$ cat src/rtl/array_arbiter_pkg.sv
// rtl/array_arbiter_pkg.sv - shared types and width helper for the array read-port arbiter
//
// Purpose : FSM state encoding and a clog2-based width helper shared by
//           array_arbiter and rr_pick.
// Ports   : none (package)

package array_arbiter_pkg;

   typedef enum logic [1:0] {
      IDLE = 2'd0,
      READ = 2'd1,
      RESP = 2'd2
   } arb_state_e;

   // Ceiling log2 of n, never less than 1 so that index and counter
   // vectors always have at least one bit.
   function automatic int clog2_min1(input int n);
      int r;
      r = 0;
      for (int i = 0; i < 31; i++) begin
         if ((1 << i) < n) r = i + 1;
      end
      if (r < 1) r = 1;
      return r;
   endfunction

endpackage

$ cat src/rtl/rr_pick.sv
// rtl/rr_pick.sv - combinational round-robin picker
//
// Purpose : choose one active requester, searching upward from the one
//           after last_grant and wrapping modulo N_REQ.
// Ports   : req        - request vector
//           last_grant - index of the previously granted requester
//           grant      - one-hot grant (all zero when nothing is requested)
//           idx        - binary index of the granted requester
//           any        - at least one request is active

module rr_pick
   import array_arbiter_pkg::*;
#(
   parameter int N_REQ = 2,
   parameter int IW    = clog2_min1(N_REQ)
) (
   input  logic [N_REQ-1:0] req,
   input  logic [IW-1:0]    last_grant,
   output logic [N_REQ-1:0] grant,
   output logic [IW-1:0]    idx,
   output logic             any
);

   // Outer loop walks the search order (distance from last_grant), inner
   // loop finds the requester at that distance; the first hit wins.
   always_comb begin
      grant = '0;
      idx   = '0;
      any   = 1'b0;
      for (int k = 1; k <= N_REQ; k++) begin
         for (int i = 0; i < N_REQ; i++) begin
            if (!any && req[i] && (i == ((int'(last_grant) + k) % N_REQ))) begin
               any      = 1'b1;
               idx      = IW'(i);
               grant[i] = 1'b1;
            end
         end
      end
   end

endmodule

$ cat src/rtl/array_arbiter.sv
// rtl/array_arbiter.sv - round-robin arbiter sharing one array read port
//
// Purpose : grants one of N_REQ requesters at a time, drives its address to
//           the shared array, waits LAT cycles for the read data, and holds
//           the captured word as a response until the consumer accepts it.
// Ports   : clk, rst               - clock, asynchronous active-low reset
//           req_valid/req_addr     - per-requester read requests
//           req_ready              - one-hot grant, IDLE only
//           arr_addr/arr_data      - shared array read port
//           resp_valid/resp_ready  - response handshake
//           resp_data/resp_id      - captured word and owning requester

module array_arbiter
   import array_arbiter_pkg::*;
#(
   parameter int N_REQ      = 2,
   parameter int ADDR_WIDTH = 2,
   parameter int DATA_WIDTH = 25,
   parameter int LAT        = 1
) (
   input  logic                          clk,
   input  logic                          rst,
   input  logic [N_REQ-1:0]              req_valid,
   input  logic [N_REQ*ADDR_WIDTH-1:0]   req_addr,
   output logic [N_REQ-1:0]              req_ready,
   output logic [ADDR_WIDTH-1:0]         arr_addr,
   input  logic [DATA_WIDTH-1:0]         arr_data,
   output logic                          resp_valid,
   input  logic                          resp_ready,
   output logic [DATA_WIDTH-1:0]         resp_data,
   output logic [clog2_min1(N_REQ)-1:0]  resp_id
);

   localparam int            IW       = clog2_min1(N_REQ);
   localparam int            CW       = clog2_min1(LAT + 1);
   localparam logic [CW-1:0] LAT_CNT  = CW'(LAT);
   localparam logic [IW-1:0] LAST_RST = IW'(N_REQ - 1);

   arb_state_e              state;
   logic [CW-1:0]           cnt;
   logic [IW-1:0]           last_grant;
   logic [N_REQ-1:0]        pick_grant;
   logic [IW-1:0]           pick_idx;
   logic                    pick_any;
   logic [ADDR_WIDTH-1:0]   sel_addr;

   rr_pick #(
      .N_REQ (N_REQ),
      .IW    (IW)
   ) u_pick (
      .req        (req_valid),
      .last_grant (last_grant),
      .grant      (pick_grant),
      .idx        (pick_idx),
      .any        (pick_any)
   );

   // Address mux driven by the one-hot grant; no arithmetic on the address.
   always_comb begin
      sel_addr = '0;
      for (int i = 0; i < N_REQ; i++) begin
         if (pick_grant[i]) sel_addr = req_addr[i*ADDR_WIDTH +: ADDR_WIDTH];
      end
   end

   // rst is folded in so the grant drops the moment reset asserts, not at
   // the next edge. pick_grant is already qualified by req_valid.
   assign req_ready  = (rst && (state == IDLE)) ? pick_grant : '0;
   assign resp_valid = (state == RESP);

   always_ff @(posedge clk or negedge rst) begin
      if (!rst) begin
         state      <= IDLE;
         cnt        <= '0;
         last_grant <= LAST_RST;
         arr_addr   <= '0;
         resp_data  <= '0;
         resp_id    <= '0;
      end else begin
         case (state)
            IDLE: begin
               if (pick_any) begin
                  arr_addr   <= sel_addr;
                  resp_id    <= pick_idx;
                  last_grant <= pick_idx;
                  // The grant edge itself is the first of the LAT counts.
                  cnt        <= CW'(1);
                  state      <= READ;
               end
            end
            READ: begin
               if (cnt == LAT_CNT) begin
                  resp_data <= arr_data;
                  cnt       <= '0;
                  state     <= RESP;
               end else begin
                  cnt <= cnt + CW'(1);
               end
            end
            RESP: begin
               if (resp_ready) state <= IDLE;
            end
            default: state <= IDLE;
         endcase
      end
   end

endmodule

$ cat config.mk
export PLATFORM = sky130hd
export DESIGN_NAME = array_arbiter
export DESIGN_NICKNAME = d
export VERILOG_FILES = /design/src/rtl/array_arbiter_pkg.sv /design/src/rtl/rr_pick.sv /design/src/rtl/array_arbiter.sv
export SDC_FILE = /design/constraint.sdc
export NUM_CORES = 1
export LEC_CHECK = 0
export CORE_MARGIN = 3
export CORE_UTILIZATION = 40
export CTS_CLUSTER_DIAMETER = 100
export DETAILED_ROUTE_END_ITERATION = 10
export PLACE_DENSITY_LB_ADDON = 0.08
export SYNTH_ARGS = -nofsm -noshare
export SYNTH_HDL_FRONTEND = slang
export SYNTH_SLANG_ARGS = --single-unit
export TNS_END_PERCENT = 20
$ cat constraint.sdc
create_clock -name clk -period 2.05 [get_ports clk]
set_clock_uncertainty 0.2 [all_clocks]
set_input_delay 0.205 -clock clk [delete_from_list [all_inputs] [get_ports clk]]
set_output_delay 0.205 -clock clk [all_outputs]
set_load 0.1 [all_outputs]
==> impl_metrics.env <==
export IMPL_status="finished clean"
export IMPL_clockBufferDepth=2
export IMPL_grt_pass1_wl_mm=4.62
export IMPL_grt_max_degree=19
export IMPL_slew_headroom_pct=72.3
export IMPL_fin_crit_sh_pct=94.5
export IMPL_synth_compound_area_share_pct=5.26
export IMPL_synth_edf_count=0
export IMPL_maxCapViolations=0
export IMPL_path_clk_slew_ns=0.10
export IMPL_ys_seq_area_share_pct=59.1
export IMPL_yosysWarnings=0
export IMPL_synth_flop_cell="dfrtp_1"
export IMPL_utilization_pct=65.5
export IMPL_place_hpwl_mm=2.08
export IMPL_insertion_delay_ns=0.32
export IMPL_syn_nets=117
export IMPL_portBuffers=64
export IMPL_hold_buffers=0
export IMPL_yosysMostFrequentCell="dfrtp_1"
export IMPL_route_detailed_drc=0
export IMPL_area_growth_pct=52.2
export IMPL_cp_startpoint="req_valid[1]"
export IMPL_synth_simple_area_share_pct=3.87
export IMPL_synth_top_area_share_pct=57.2
export IMPL_gr_usage_all_layers_pct=14.8
export IMPL_ys_top_cells_by_count="dfrtp_1 (31), mux2_4 (18), mux2_2 (9)"
export IMPL_drtIter0Drc=28
export IMPL_finalSetupViolCount=0
export IMPL_post_cts_buffers=0
export IMPL_syn_cell_area_um2=1360
export IMPL_placed_area_um2=2010
export IMPL_first_pass_iters=4
export IMPL_drive_gt1_share_pct=44.9
export IMPL_ctsResizeCount=0
export IMPL_tightest_slew_ns=0.411
export IMPL_vias=947
export IMPL_synth_distinct_cells=22
export IMPL_worstSetupStartpointType="primary input"
export IMPL_die_area_um2=4130
export IMPL_grt_pass1_vias=962
export IMPL_globalplace_congestion=0.657
export IMPL_critical_path_max_fanout=4
export IMPL_min_period_ns=1.94
export IMPL_htreeDepth=2
export IMPL_synth_area_leaders="dfrtp_1 (57%), mux2_4 (20%), mux2_2 (7.5%)"
export IMPL_arrival_ns=1.53
export IMPL_die_w_um=64.2
export IMPL_nNetsFinal=191
export IMPL_synth_fa_ha_area_share_pct=0
export IMPL_numCtsBuffers=5
export IMPL_wire_per_inst_um=13.8
export IMPL_min_path_type="in -> async"
export IMPL_diodes=0
export IMPL_tns_ns=0
export IMPL_reg2reg_from="state[1]$_DFFE_PN0P_"
export IMPL_synth_seq_cells=32
export IMPL_report_final_slew_viol_count=0
export IMPL_antenna_left=0
export IMPL_grt_overflow=0
export IMPL_cts_tree="yes"
export IMPL_cts_root_buf="clkbuf_4"
export IMPL_worstPathRequired_ns=1.64
export IMPL_die_y_um=64.2
export IMPL_max_freq_mhz=516
export IMPL_clock_sinks=32
export IMPL_syn_avg_cell_area_um2=16.3
export IMPL_antenna_found_initial=0
export IMPL_rows=20
export IMPL_core_um2=3150
export IMPL_rsz0062_at_grt="no"
export IMPL_viasPerCell=4.69
export IMPL_critPathCaptureType="primary output"
export IMPL_hold_viol_final=0
export IMPL_synth_cells=83
export IMPL_synth_top_family_by_area="multiplexers"
export IMPL_stdcell_area_um2=2060
export IMPL_synth_xor_area_share_pct=0
export IMPL_start_util_pct=43.0
export IMPL_drt_total_wl_mm=2.78
export IMPL_synthArstFlopShare_pct=100
export IMPL_synth_top_area_cell="dfrtp_1"
export IMPL_synth_area_mux_share_pct=27.4
export IMPL_ioPinCount=65
export IMPL_hold_slack_ns=0.0979
export IMPL_crit_type="in -> out"
-- metrics by stage --
step,worst slack (ns),cells
2_1_floorplan,0.169,83
3_5_place_dp,0.145,194
5_1_grt,0.0120,202
6_report,0.112,202
3_3_place_gp,0.192,194
4_1_cts,0.132,202
-- flip-flops by register name, indices dropped and copies added, names as in the netlist --
name and flops:
last_grant 1, state 2, arr_addr 2, resp_id 1, resp_data 25, cnt 1
-- cell type report --
| class | count | area, µm² |
|---|---|---|
| sequential | 32 | 802 |
| fill | 252 | 1090 |
| timing repair buffer | 70 | 646 |
| inverter | 2 | 7.51 |
| clock buffer | 8 | 58.8 |
| tap | 44 | 55.1 |
| multi-input combinational | 46 | 495 |
-- cell families (layout without fill, tap and decap cells) --
group           count (synthesis)  in the layout
flops                          32             32
compound gates                 10             10
mux                            27             27
simple gates                    9              9
buf+inv                         5             80
-- routing by layer --
layer	track usage, %	wire (µm)
met5	0	0
met4	7.92	41
met3	5.80	242
met2	21.9	1330
met1	18.4	1160
-- cells in the final DEF (no fill, tap or decap), types with 2 or more instances in the layout --
cell type,instances
clkbuf_4,5
clkbuf_1,2
mux2_4,18
nor2_1,2
o21a_1,2
o21ai_0,2
clkdlybuf4s50_1,33
inv_1,2
buf_4,34
dfrtp_1,31
a32o_1,2
buf_12,3
mux2_2,9
-- worst max-delay path, stage by stage --
cell	delay [ns]
clkdlybuf4s50_1	0.49
a21boi_0	0.38
and3_1	0.27
buf_12	0.18
-- path summary, 6_finish.rpt --
kind,end,slack [ns],depth (start not counted)
worst max-delay path,req_ready[1],0.11,4
worst min-delay path,resp_id$_DFFE_PN0P_,0.1,2
worst max register to register,arr_addr[1]$_DFFE_PN0P_,0.48,3
worst min register to register,state[0]$_DFFE_PN0P_,0.27,1
max in group asynchronous,last_grant$_DFFE_PN1P_,1.28,2
min in group clk,state[1]$_DFFE_PN0P_,0.25,2
Power is left out: the tool's default activity adds up to more than one toggle a clock period on the data nets, which glitch-free logic cannot reach.
